## src/rtl/dice_disp_sched.sv

```systemverilog
// Display sequencer for the dice game: blank / rolling animation / rotating die1, die2, sum.
// Optional macro DICE_DBL_FLASH_EN flashes the display (disp_blank toggling) while showing doubles.
//
// state    | meaning
// ---------+-------------------------------------------------------------
// IDLE     | after reset, display blanked
// ROLL     | roll button held, animation 1..6 stepping every ANIM_DIV clk
// WAIT     | button released, animation frozen, waiting for a legal result
// SHOW_D1  | showing latched die1 for DWELL clk
// SHOW_D2  | showing latched die2 for DWELL clk
// SHOW_SUM | showing die1+die2 for DWELL clk, then back to SHOW_D1
module dice_disp_sched #(
    parameter int DWELL    = 50000000,
    parameter int ANIM_DIV = 2500000
) (
    input  logic       clk,
    input  logic       rst_n,
    input  logic       roll_req,
    input  logic       result_vld,
    input  logic [2:0] die1,
    input  logic [2:0] die2,
    output logic [3:0] disp_num,
    output logic       disp_blank,
    output logic [1:0] disp_src,
    output logic       busy
);

    localparam int DW = (DWELL > 1) ? $clog2(DWELL) : 1;
    localparam int AW = (ANIM_DIV > 1) ? $clog2(ANIM_DIV) : 1;
    localparam logic [DW-1:0] DWELL_TC = DW'(DWELL - 1);
    localparam logic [AW-1:0] ANIM_TC  = AW'(ANIM_DIV - 1);

    typedef enum logic [2:0] {
        IDLE     = 3'd0,
        ROLL     = 3'd1,
        WAIT     = 3'd2,
        SHOW_D1  = 3'd3,
        SHOW_D2  = 3'd4,
        SHOW_SUM = 3'd5
    } state_t;

    state_t        state;
    logic [2:0]    d1;
    logic [2:0]    d2;
    logic [3:0]    sum;
    logic [AW-1:0] anim_cnt;
    logic [DW-1:0] dwell_cnt;
    logic          dice_ok;

    assign dice_ok = (die1 != 3'd0) && (die1 != 3'd7) && (die2 != 3'd0) && (die2 != 3'd7);

    always_ff @(posedge clk or negedge rst_n) begin
        if (!rst_n) begin
            state      <= IDLE;
            d1         <= '0;
            d2         <= '0;
            sum        <= '0;
            anim_cnt   <= '0;
            dwell_cnt  <= '0;
            disp_num   <= '0;
            disp_blank <= 1'b1;
            disp_src   <= 2'b00;
            busy       <= 1'b0;
        end else begin
            case (state)
                IDLE: begin
                    disp_num   <= '0;
                    disp_blank <= 1'b1;
                    disp_src   <= 2'b00;
                    busy       <= 1'b0;
                    if (roll_req) begin
                        state      <= ROLL;
                        anim_cnt   <= '0;
                        dwell_cnt  <= '0;
                        disp_num   <= 4'd1;
                        disp_blank <= 1'b0;
                        busy       <= 1'b1;
                    end
                end

                ROLL: begin
                    if (!roll_req) begin
                        state <= WAIT;
                    end else if (anim_cnt == ANIM_TC) begin
                        anim_cnt <= '0;
                        disp_num <= (disp_num == 4'd6) ? 4'd1 : disp_num + 4'd1;
                    end else begin
                        anim_cnt <= anim_cnt + 1'b1;
                    end
                end

                WAIT: begin
                    if (roll_req) begin
                        // roll_req has priority over a result arriving in the same cycle
                        state      <= ROLL;
                        anim_cnt   <= '0;
                        dwell_cnt  <= '0;
                        disp_num   <= 4'd1;
                        disp_blank <= 1'b0;
                        disp_src   <= 2'b00;
                        busy       <= 1'b1;
                    end else if (result_vld && dice_ok) begin
                        state      <= SHOW_D1;
                        d1         <= die1;
                        d2         <= die2;
                        sum        <= {1'b0, die1} + {1'b0, die2};
                        anim_cnt   <= '0;
                        dwell_cnt  <= '0;
                        disp_num   <= {1'b0, die1};
                        disp_blank <= 1'b0;
                        disp_src   <= 2'b01;
                        busy       <= 1'b0;
                    end
                end

                SHOW_D1, SHOW_D2, SHOW_SUM: begin
                    if (roll_req) begin
                        state      <= ROLL;
                        anim_cnt   <= '0;
                        dwell_cnt  <= '0;
                        disp_num   <= 4'd1;
                        disp_blank <= 1'b0;
                        disp_src   <= 2'b00;
                        busy       <= 1'b1;
                    end else begin
                        if (dwell_cnt == DWELL_TC) begin
                            dwell_cnt <= '0;
                            case (state)
                                SHOW_D1: begin
                                    state    <= SHOW_D2;
                                    disp_num <= {1'b0, d2};
                                    disp_src <= 2'b10;
                                end
                                SHOW_D2: begin
                                    state    <= SHOW_SUM;
                                    disp_num <= sum;
                                    disp_src <= 2'b11;
                                end
                                default: begin
                                    state    <= SHOW_D1;
                                    disp_num <= {1'b0, d1};
                                    disp_src <= 2'b01;
                                end
                            endcase
                        end else begin
                            dwell_cnt <= dwell_cnt + 1'b1;
                        end
`ifdef DICE_DBL_FLASH_EN
                        // doubles flash; the phase carries across D1/D2/SUM rotation
                        if (anim_cnt == ANIM_TC) begin
                            anim_cnt <= '0;
                            if (d1 == d2) disp_blank <= ~disp_blank;
                        end else begin
                            anim_cnt <= anim_cnt + 1'b1;
                        end
`endif
                    end
                end

                default: begin
                    state      <= IDLE;
                    anim_cnt   <= '0;
                    dwell_cnt  <= '0;
                    disp_num   <= '0;
                    disp_blank <= 1'b1;
                    disp_src   <= 2'b00;
                    busy       <= 1'b0;
                end
            endcase
        end
    end

endmodule

```

## config.mk

```make
export PLATFORM = sky130hd
export DESIGN_NAME = dice_disp_sched
export DESIGN_NICKNAME = d
export VERILOG_FILES = /design/src/rtl/dice_disp_sched.sv
export SDC_FILE = /design/constraint.sdc
export NUM_CORES = 1
export LEC_CHECK = 0
export CORE_MARGIN = 2
export CORE_UTILIZATION = 55
export DETAILED_ROUTE_END_ITERATION = 8
export GPL_TIMING_DRIVEN = 0
export PLACE_DENSITY = 0.76
export SLEW_MARGIN = 10
export SYNTH_ARGS = -nofsm -noshare
export SYNTH_HDL_FRONTEND = slang
export SYNTH_SLANG_ARGS = --single-unit
export TNS_END_PERCENT = 20
```

## constraint.sdc

```tcl
create_clock -name clk -period 2.2 [get_ports clk]
set_input_delay 0.22 -clock clk [delete_from_list [all_inputs] [get_ports clk]]
set_output_delay 0.22 -clock clk [all_outputs]
set_load 0.01 [all_outputs]
```

==> results_dict.tcl <==
set metrics [dict create \
    first_pass_iters 5 \
    period_share_pct 103 \
    drtIter0Drc 373 \
    vias 3941 \
    async_reset_ff_share_pct 100 \
    startpoint_type "flip-flop" \
    synthToLayoutAreaGrowth_pct 21.5 \
    yosys_warnings 0 \
    die_h_microns 90.5 \
    grt.overflow.total 0 \
    outcome "complete, but fails checks" \
    grt_antenna_before_repair 0 \
    grt_pass1_wl_mm 18.2 \
    hold_class "in -> async" \
    synthDistinctLibCells 57 \
    core_area_sq_um 7250 \
    cts_root_buffer "clkbuf_8" \
    drc 0 \
    maxCapViolations 0 \
    die_x_microns 90.5 \
    place_congestion 0.912 \
    reg2reg_depth 6 \
    violations "negative setup slack" \
    post-dp-hpwl_mm 7.22 \
    worst-setup-path-type "reg -> reg" \
    rrSetupSlack_ps -70 \
    hold_violations 0 \
    drive_above_1_share_pct 20.4 \
    numCtsBuffers 9 \
    syn_area_per_cell_sq_um 8.71 \
    dp_worst_setup_slack_ps -863 \
    routed_wirelength_mm 10.9 \
    clockBufferDepth 2 \
    worstPathArrival_ps 2510 \
    finClkSkew_ps 7.29 \
    yosysSeqAreaShare_pct 42.0 \
    peakVddDrop_mv 0.422 \
    synthFlopType "dfrtp_1" \
    rsz0062_at_grt "yes" \
    cts_tree "yes" \
    port_buffers 16 \
    r2r_start "anim_cnt[19]" \
    synth_edf_count 0 \
    tightestPinTransition_ps 672 \
    antenna_cells 0 \
    power_leakage_nw 2.01 \
    clock_sinks 69 \
    cp-end-kind "flip-flop" \
    setup_viol 6 \
    final_nets 532 \
    timing.fmax_mhz 440 \
    dieArea_sq_um 8190 \
    totalNegativeSetupSlack_ps -226 \
    period_minus_slack_ps 2270 \
    ant_nets 0 \
    synth_area_sq_um 4110 \
    synth_seq_cells 69 \
    cp_data_required_time_ps 2440 \
    cts_max_level 3 \
    grt_pass1_vias 3760 \
    worstSkewPairLatency_ps 350 \
    clk_pin_slew_ps 70 \
    wl_per_cell_microns 17.6 \
    vias_per_cell 6.38 \
    synth_cells 472 \
    rows 31 \
    grt_max_degree 43 \
    final-max-slew-violation-count 0 \
    relSlewSlack_pct 54.9 \
    powerDensity_nw_per_um2 617 \
    setup_ws_ps -70.3 \
    grt_use_total_pct 27.1 \
    syn_nets 490 \
    cp_max_fo 5 \
    io_pins 18 \
    initial_core_util_pct 56.7 \
    rr_endpoint "disp_num[3]" \
]
## final cells by class
type                            count  area [sq um]
Multi-Input combinational cell    364          2440
Clock inverter                      4          47.5
Sequential cell                    69          1740
Inverter                           14          52.6
Clock buffer                       12           145
Timing Repair Buffer               34           320
Fill cell                         558          2260
Buffer                             22           120
Tap cell                           99           124
## how the worst max path moves through the flow
stage	start	slack, ps	depth (start not counted)	end
after floorplan	dwell_cnt[5]	-40	5	dwell_cnt[25]
after global placement	rst_n	-1670	1	dwell_cnt[3]
after detailed placement	die2[1]	-860	9	anim_cnt[17]
after CTS	dwell_cnt[0]	-90	6	dwell_cnt[20]
after global routing	anim_cnt[19]	-130	6	disp_num[3]
final	anim_cnt[19]	-70	6	disp_num[3]
## registers in the layout, summed over array words and instances (netlist names)
name and flops:
anim_cnt 22, busy 1, d1 3, d2 3, disp_blank 1, disp_num 4
disp_src 2, dwell_cnt 26, state 3, sum 4
## report_power, final
group	total (mW)	switching (mW)	internal, mW	leakage, nW
Combinational	0.575	0.307	0.269	1.01
Clock	1.04	0.485	0.552	0.0964
Sequential	1.47	0.0980	1.37	0.910
Total	3.08	0.890	2.19	2.01
## cell usage in the layout, fill, tap and decap left out, drive strengths merged, types with 2 or more instances in the layout
master | Yosys | layout
nor3b | 4 | 4
or4 | 11 | 11
a31oi | 31 | 31
a41oi | 5 | 5
and2 | 5 | 5
inv | 14 | 14
dfrtp | 68 | 68
nand3 | 31 | 31
a21o | 4 | 4
o21a | 2 | 2
and3 | 9 | 9
mux2 | 11 | 11
a211o | 4 | 4
nor3 | 12 | 12
a22o | 3 | 3
buf | 4 | 26
nand3b | 2 | 2
a211oi | 8 | 8
nor2b | 7 | 7
clkbuf | 21 | 26
mux2i | 4 | 4
or3 | 9 | 9
nor2 | 26 | 26
o31ai | 9 | 9
a21oi | 32 | 32
clkinv | 0 | 2
nor4 | 7 | 7
nand2 | 49 | 49
nand4b | 2 | 2
ha | 7 | 7
clkdlybuf4s50 | 0 | 15
nand4 | 14 | 14
o21ai | 29 | 29
a221o | 2 | 2
nand2b | 7 | 7
## critical path, stage by stage (launching register included)
cell	delay [ps]
dfrtp_1	410
or4_4	570
nor4_4	140
buf_4	180
a31oi_1	90
or3_4	450
mux2_4	310
## timing repair
action	CTS	global route
gates resized for setup	38	35
endpoints found under the hold margin	26	0
pin swaps	9	6
hold buffers	1	0
buffers inserted	9	7
setup endpoints to repair	59	56
## through the flow
step / cells / power, mW / hold slack [ps] / instance area (sq um) / util (%)
6_report: 618 / 3.08 / 350 / 5000 / 68.9
3_5_place_dp: 588 / 2.02 / 159 / 4460 / 61.5
4_1_cts: 612 / 3.08 / 326 / 4840 / 66.8
2_1_floorplan: 472 / 1.80 / -75.6 / 4160 / -
5_1_grt: 618 / 3.23 / 372 / 5000 / 68.9
3_3_place_gp: 587 / 2.00 / 485 / 4440 / 61.3
## cells in the mapped netlist, types with 2 or more instances
master	n	area share, %
nor3b_1	4	0.73
nor2_1	26	2.4
dfrtp_1	68	41
inv_1	14	1.3
buf_1	3	0.27
ha_1	7	2.1
o21ai_0	29	3.5
a211o_1	4	0.85
a41oi_1	5	1.1
nand4_1	13	2.0
mux2_2	11	3.0
a31oi_1	31	4.7
nand4b_1	2	0.43
nor3_1	12	1.5
a22o_1	3	0.64
and3_1	8	1.2
or4_1	10	1.8
nand3b_1	2	0.36
a21o_1	4	0.73
and2_1	5	0.76
mux2i_1	4	0.97
a211oi_1	8	1.5
nor2b_1	7	1.1
nand3_1	31	3.8
o21a_1	2	0.36
nand2_1	49	4.5
a21oi_1	32	3.9
or3_1	9	1.4
nor4_1	6	0.91
o31ai_1	9	1.6
nand2b_1	7	1.1
clkbuf_1	21	1.9
a221o_1	2	0.49
## kinds of logic after synthesis
kind of cell | Yosys count | synth area share (%)
simple gates | 199 | 25.7
compound gates | 141 | 21.9
flops | 69 | 42.0
buf+inv | 39 | 3.59
mux | 15 | 3.99
fa+ha+maj | 8 | 2.62
xor+xnor | 1 | 0.213
## layer usage
metal,up-vias,track usage [%],routed length (microns)
met5,-,0,0
met1,1898,37.1,4770
met3,23,5.68,687
li1,1871,-,-
met4,0,8.46,189
met2,149,43.2,5250
Note: power is estimated with default switching activity, not from simulation.
